<file path="src/rtl/dmem_arbiter.sv">
// dmem_arbiter: shares the single-port data memory between the core load/store
// port (fixed priority) and an external requester (DMA, loader, debug).
// External accesses take one grant cycle and are acknowledged with a one-cycle
// ext_ack pulse in the following cycle.
// Optional feature macro: DMEM_ARB_STARVE_EN enables anti-starvation, which
// forces an external grant over the core after MAX_WAIT lost arbitrations and
// stalls the core for that one cycle.
module dmem_arbiter #(
  parameter int MAX_WAIT = 8
) (
  input  logic        clk,
  input  logic        reset,
  input  logic        core_req,
  input  logic        core_we,
  input  logic [31:0] core_addr,
  input  logic [31:0] core_wdata,
  input  logic [3:0]  core_be,
  output logic [31:0] core_rdata,
  output logic        core_stall,
  input  logic        ext_req,
  input  logic        ext_we,
  input  logic [31:0] ext_addr,
  input  logic [31:0] ext_wdata,
  input  logic [3:0]  ext_be,
  output logic        ext_ack,
  output logic [31:0] ext_rdata,
  output logic        mem_we,
  output logic [31:0] mem_addr,
  output logic [31:0] mem_wdata,
  output logic [3:0]  mem_be,
  input  logic [31:0] mem_rdata
);

  if (MAX_WAIT < 1) begin : g_bad_max_wait
    $error("dmem_arbiter: MAX_WAIT must be >= 1");
  end

  typedef enum logic {
    IDLE = 1'b0,
    ACK  = 1'b1
  } state_t;

  state_t state;
  state_t state_next;
  logic   grant_ext;
  logic   forced;

`ifdef DMEM_ARB_STARVE_EN
  localparam int                WW      = $clog2(MAX_WAIT + 1);
  localparam logic [WW-1:0]     MAX_CNT = WW'(MAX_WAIT);

  logic [WW-1:0] wait_cnt;

  // Count arbitration losses of a pending external request, saturating at MAX_WAIT.
  always_ff @(posedge clk or negedge reset) begin
    if (!reset) begin
      wait_cnt <= '0;
    end else if (state == IDLE) begin
      if (grant_ext || !ext_req) begin
        wait_cnt <= '0;
      end else if (core_req && (wait_cnt != MAX_CNT)) begin
        wait_cnt <= wait_cnt + 1'b1;
      end
    end
  end

  assign forced     = (wait_cnt == MAX_CNT);
  assign core_stall = grant_ext && core_req;
`else
  assign forced     = 1'b0;
  assign core_stall = 1'b0;
`endif

  assign grant_ext  = (state == IDLE) && ext_req && (!core_req || forced);
  assign core_rdata = mem_rdata;
  assign ext_ack    = (state == ACK);

  // State register: a grant is always followed by exactly one ACK cycle.
  always_ff @(posedge clk or negedge reset) begin
    if (!reset) begin
      state <= IDLE;
    end else begin
      state <= state_next;
    end
  end

  // Next-state logic: ext_req is ignored while in ACK so a held request is re-arbitrated afterwards.
  always_comb begin
    state_next = state;
    case (state)
      IDLE:    if (grant_ext) state_next = ACK;
      ACK:     state_next = IDLE;
      default: state_next = IDLE;
    endcase
  end

  // Capture external read data at the end of the grant cycle; writes leave it unchanged.
  always_ff @(posedge clk or negedge reset) begin
    if (!reset) begin
      ext_rdata <= 32'h0000_0000;
    end else if (grant_ext && !ext_we) begin
      ext_rdata <= mem_rdata;
    end
  end

  // Memory mux: the granted external port or the core; writes are blocked while in reset.
  always_comb begin
    mem_we    = core_we && core_req;
    mem_addr  = core_addr;
    mem_wdata = core_wdata;
    mem_be    = core_be;
    if (grant_ext) begin
      mem_we    = ext_we;
      mem_addr  = ext_addr;
      mem_wdata = ext_wdata;
      mem_be    = ext_be;
    end
    if (!reset) begin
      mem_we = 1'b0;
    end
  end

endmodule

</file>
<file path="config.mk">
export PLATFORM = sky130hd
export DESIGN_NAME = dmem_arbiter
export DESIGN_NICKNAME = d
export VERILOG_FILES = /design/src/rtl/dmem_arbiter.sv
export SDC_FILE = /design/constraint.sdc
export NUM_CORES = 1
export LEC_CHECK = 0
export ABC_AREA = 1
export CAP_MARGIN = 20
export CORE_AREA = 5 5 117 119
export DETAILED_ROUTE_END_ITERATION = 10
export DIE_AREA = 0 0 122 124
export PLACE_DENSITY = 0.7
export REMOVE_ABC_BUFFERS = 1
export SYNTH_ARGS = -nofsm -noshare
export SYNTH_HDL_FRONTEND = slang
export SYNTH_SLANG_ARGS = --single-unit
</file>
<file path="constraint.sdc">
create_clock -name clk -period 4.5 [get_ports clk]
set_clock_uncertainty 0.2 [all_clocks]
set_input_delay 0.9 -clock clk [delete_from_list [all_inputs] [get_ports clk]]
set_output_delay 0.9 -clock clk [all_outputs]
set_load 0.005 [all_outputs]
</file>
# Word level (Yosys, flattened, before mapping)
# Cells that the tools add are included.
# classes
n_mux	7
bitwise	1
n_reduce_logical	6
# op_table
op	n
32-bit two-way mux	2
1-bit logical AND	4
4-bit two-way mux	1
1-bit two-way mux	3
1-bit logical NOT	2
1-bit case mux with 2 select lines	1
1-bit inverter	1
# word_totals
wordCells	16
ff_bits	33
inputBits	174

# Logic depth before layout (Yosys ltp)
# depth
depth_word	5
mapped_depth	7
ltp_nobuf	5

# Least setup slack after synthesis
# OpenSTA, ideal clock, no wires.
# synth_path
kind	input-to-output
from	input port core_req
to	output port mem_wdata[15]
arrival_ns	1.569
stages	7
setup_slack_ns	1.831
path_cell_list	inv_2 > nand3b_4 > inv_2 > buf_4 > buf_6 > nand2_1 > nand2_1
# synth_via
elab_chain_cells	3
# synth_lines
item	line	text
start: declaration	13	input logic core_req,
1-bit logical NOT	74	assign grant_ext = (state == IDLE) && ext_req && (!core_req || forced);
1-bit logical AND	74	
32-bit two-way mux	112	if (grant_ext) begin
end: declaration	29	output logic [31:0] mem_wdata,
# Every way passes these cells.

# Worst setup path in the final report
# layout_path
from	input port core_req
to	output port mem_addr[31]
# layout_via
elab_chain_cells	3
# layout_lines
item	line	text
1-bit logical NOT	74	
1-bit logical AND	74	
32-bit two-way mux	112	
end: declaration	28	output logic [31:0] mem_addr,
# Every way passes these cells.

==> impl_results.md <==
* Final Critical Period at 3.77 ns
* RSZ-0062 raised after global routing: no
* Fill cell instance count of the final layout at 1,245
* Worst endpoint data arrival time at 2.67 ns
* Maxcap violations at 0
* Wire length per cell after detailed routing at 15.2 µm
* Synthesis Warnings at 0
* Weighted congestion reported at the end of routability-driven placement at 0.904
* Total number of nets in the final design at 843
* Horizontal die dimension at 122 µm
* Number of vias per cell at 4.16
* Post-detailed-routing wire length at 12.8 mm
* Flip-flop and latch area at 826 µm²
* # resized after CTS at 0
* First-pass GRT wire length at 18.6 mm
* Cells after Synth at 405
* Final hold violation count at 0
* Number of buffers created by CTS at 5
* HPWL after detailed placement at 10.9 mm
* Cell area after synthesis at 2490 µm²
* Leading cell type in the layout, fill and taps excluded: sky130_fd_sc_hd__clkdlybuf4s50_1
* Pin count of the biggest net entering global routing at 48
* Starting Density at 20.0%
* Highest-count cells in the layout ignoring fill and taps: sky130_fd_sc_hd__clkdlybuf4s50_1, sky130_fd_sc_hd__nand2_1, sky130_fd_sc_hd__dfrtp_1
* Number of I/O pins at 309
* Kind of start point of the critical path: input port
* Static leakage at 2.64 nW
* FP Rows at 41
* Antenna-violating nets left at 0
* Via count of the routed design at 3,500
* Count of endpoints failing setup in the final report at 0
* Clock root buffer master: sky130_fd_sc_hd__clkbuf_16
* Synth-to-layout area growth at 127%
* Wire length the detailed router placed on met1 at 4.62 mm
* Top routing layer used: met4
* Number of clock sinks seen by CTS at 33
* Maximum resistive drop on vdd at 0.116 mV
* Die height at 124 µm
* Worst R2R Start: ext_ack
* Mean instance size in the synthesized netlist at 6.15 µm²
* Pre-CTS WS at 0.676 ns
* Setup Total Neg Slack at 0 ns
* Starting DRC count in detailed routing at 150
* Clock tree from TritonCTS: done
* Number of library cell types mapped by synthesis at 15
* Post-CTS Setup Repair Bufs at 0
* Via count of the first global-routing pass at 3,435
* Yosys top cell area share at 40.9%
* Dominant cells by area after synthesis: sky130_fd_sc_hd__nand2_1, sky130_fd_sc_hd__dfrtp_1, sky130_fd_sc_hd__buf_4
* Detailed route wirelength on metal3 at 1.32 mm
* Status: complete, no violations
* Global Route Usage Sum at 15.7%
* Post-route non-filler standard cell count at 842
* Clock H-tree levels at 2
* Critical-path maximum fanout at 40
* Leftover overflow at the end of global routing at 0
* Latest clock arrival within the worst-skew pair at 0.28 ns
* Fraction of the cycle the final worst path needs at 83.7%
* Synth area leader: sky130_fd_sc_hd__nand2_1
* Worst-case reg-to-reg path depth at 4
* Dpl cells at 834
* Met2 wire len at 6.47 mm
* Part of the Yosys area used for sequential elements at 33.2%
* Post-cts hold buffer count at 0
* Minimum setup slack in the final design at 0.734 ns
* Initial antenna violation count at 0
* CTS max path bufs at 2
* DIE AREA at 15,100 µm²
* R2R Setup Slk at 3.06 ns
* CP endpoint kind: output port
* Number of port buffers at 307
* Area of combinational cells with multiple inputs at 1270 µm²
* Floorplan core area at 12,500 µm²
* Synthesized flop and latch total at 33
* Post-layout total power at 1.35 mW
* Pre-Repair DR Iteration Count at 4
* Worst flop-to-flop path endpoint: ext_rdata[17]
* Diodes inserted at 0
* Critical Setup Path Class: input port to output port
* Number of pins exceeding their max-slew limit in the final report at 0
* Ratio of total power to cell area at 239 nW/µm²
* Post-CTS clock slew at the launch and capture registers of the worst setup and hold paths at 0.05 ns
* Path category of the worst min-delay check: register to register
* DRC violations left at 0
* Core Util, Final at 45.3%
* Share of post-route cells with drive strength above 1 at 3.43%
* Top achievable clock speed at 0.266 GHz
* Worst setup path startpoint: core_req
* Worst Path Required at 3.40 ns
* Worst Setup EP: mem_addr[31]
[per-layer routing]
metal | up-vias | GRT usage [%]
met4 | 0 | 6.23
met3 | 20 | 4.59
met2 | 198 | 28.0
met1 | 1529 | 17.5
met5 | - | 0
li1 | 1753 | -
[Yosys cell counts]
cell and number:
sky130_fd_sc_hd__nand3_2 1, sky130_fd_sc_hd__inv_1 2, sky130_fd_sc_hd__nor2_4 1, sky130_fd_sc_hd__nand4_1 32, sky130_fd_sc_hd__buf_4 36, sky130_fd_sc_hd__buf_2 12, sky130_fd_sc_hd__clkbuf_1 8, sky130_fd_sc_hd__nand3b_4 1
sky130_fd_sc_hd__buf_6 1, sky130_fd_sc_hd__dfrtp_1 33, sky130_fd_sc_hd__conb_1 1, sky130_fd_sc_hd__nand2_1 271, sky130_fd_sc_hd__nor2_1 1, sky130_fd_sc_hd__inv_2 3, sky130_fd_sc_hd__buf_1 2
[power by group]
group | internal, mW | switching, mW
Combinational | 0.380 | 0.206
Sequential | 0.350 | 0.0295
Clock | 0.261 | 0.125
[logic make-up after synthesis]
kind of cell           Yosys count  synth area share (%)
buffers and inverters           64                  16.0
flip-flops                      33                  33.2
other                            1                 0.151
AND/OR/NAND/NOR                307                  50.7
[how the worst min path moves through the flow]
stage,start,to,depth (start not counted)
finish,ext_rdata[13],ext_rdata[13],2
global route,ext_rdata[30],ext_rdata[30],2
global placement,ext_rdata[0],ext_rdata[0],2
CTS,ext_rdata[30],ext_rdata[30],2
floorplan,ext_rdata[0],ext_rdata[0],2
detailed placement,ext_rdata[30],ext_rdata[30],2
[layout make-up]
type,instances,area share (%)
Timing Repair Buffer,316,55.8
Multi-Input combinational cell,308,22.4
Sequential cell,33,14.6
Inverter,5,0.332
Tap cell,172,3.81
Clock buffer,5,2.21
Clock inverter,3,0.819
[critical path: stages]
cell	delay, ns
sky130_fd_sc_hd__clkdlybuf4s50_1	0.49
sky130_fd_sc_hd__inv_2	0.06
sky130_fd_sc_hd__nand3b_4	0.08
sky130_fd_sc_hd__buf_4	0.35
sky130_fd_sc_hd__nand2_1	0.09
sky130_fd_sc_hd__nand2_1	0.11
sky130_fd_sc_hd__clkdlybuf4s50_1	0.56
[per-stage QoR]
step                      hold slack, ns  cell area, µm²
after global routing               0.297            5650
after CTS                          0.271            5650
final                              0.267            5650
after global placement             0.255            5480
after floorplan                    0.265            2110
after detailed placement           0.258            5480
[flip-flops by register name, indices dropped and copies added (netlist names)]
register and cells:
ext_rdata 32, ext_ack 1
No activity file was read; power rests on OpenSTA's default activity.
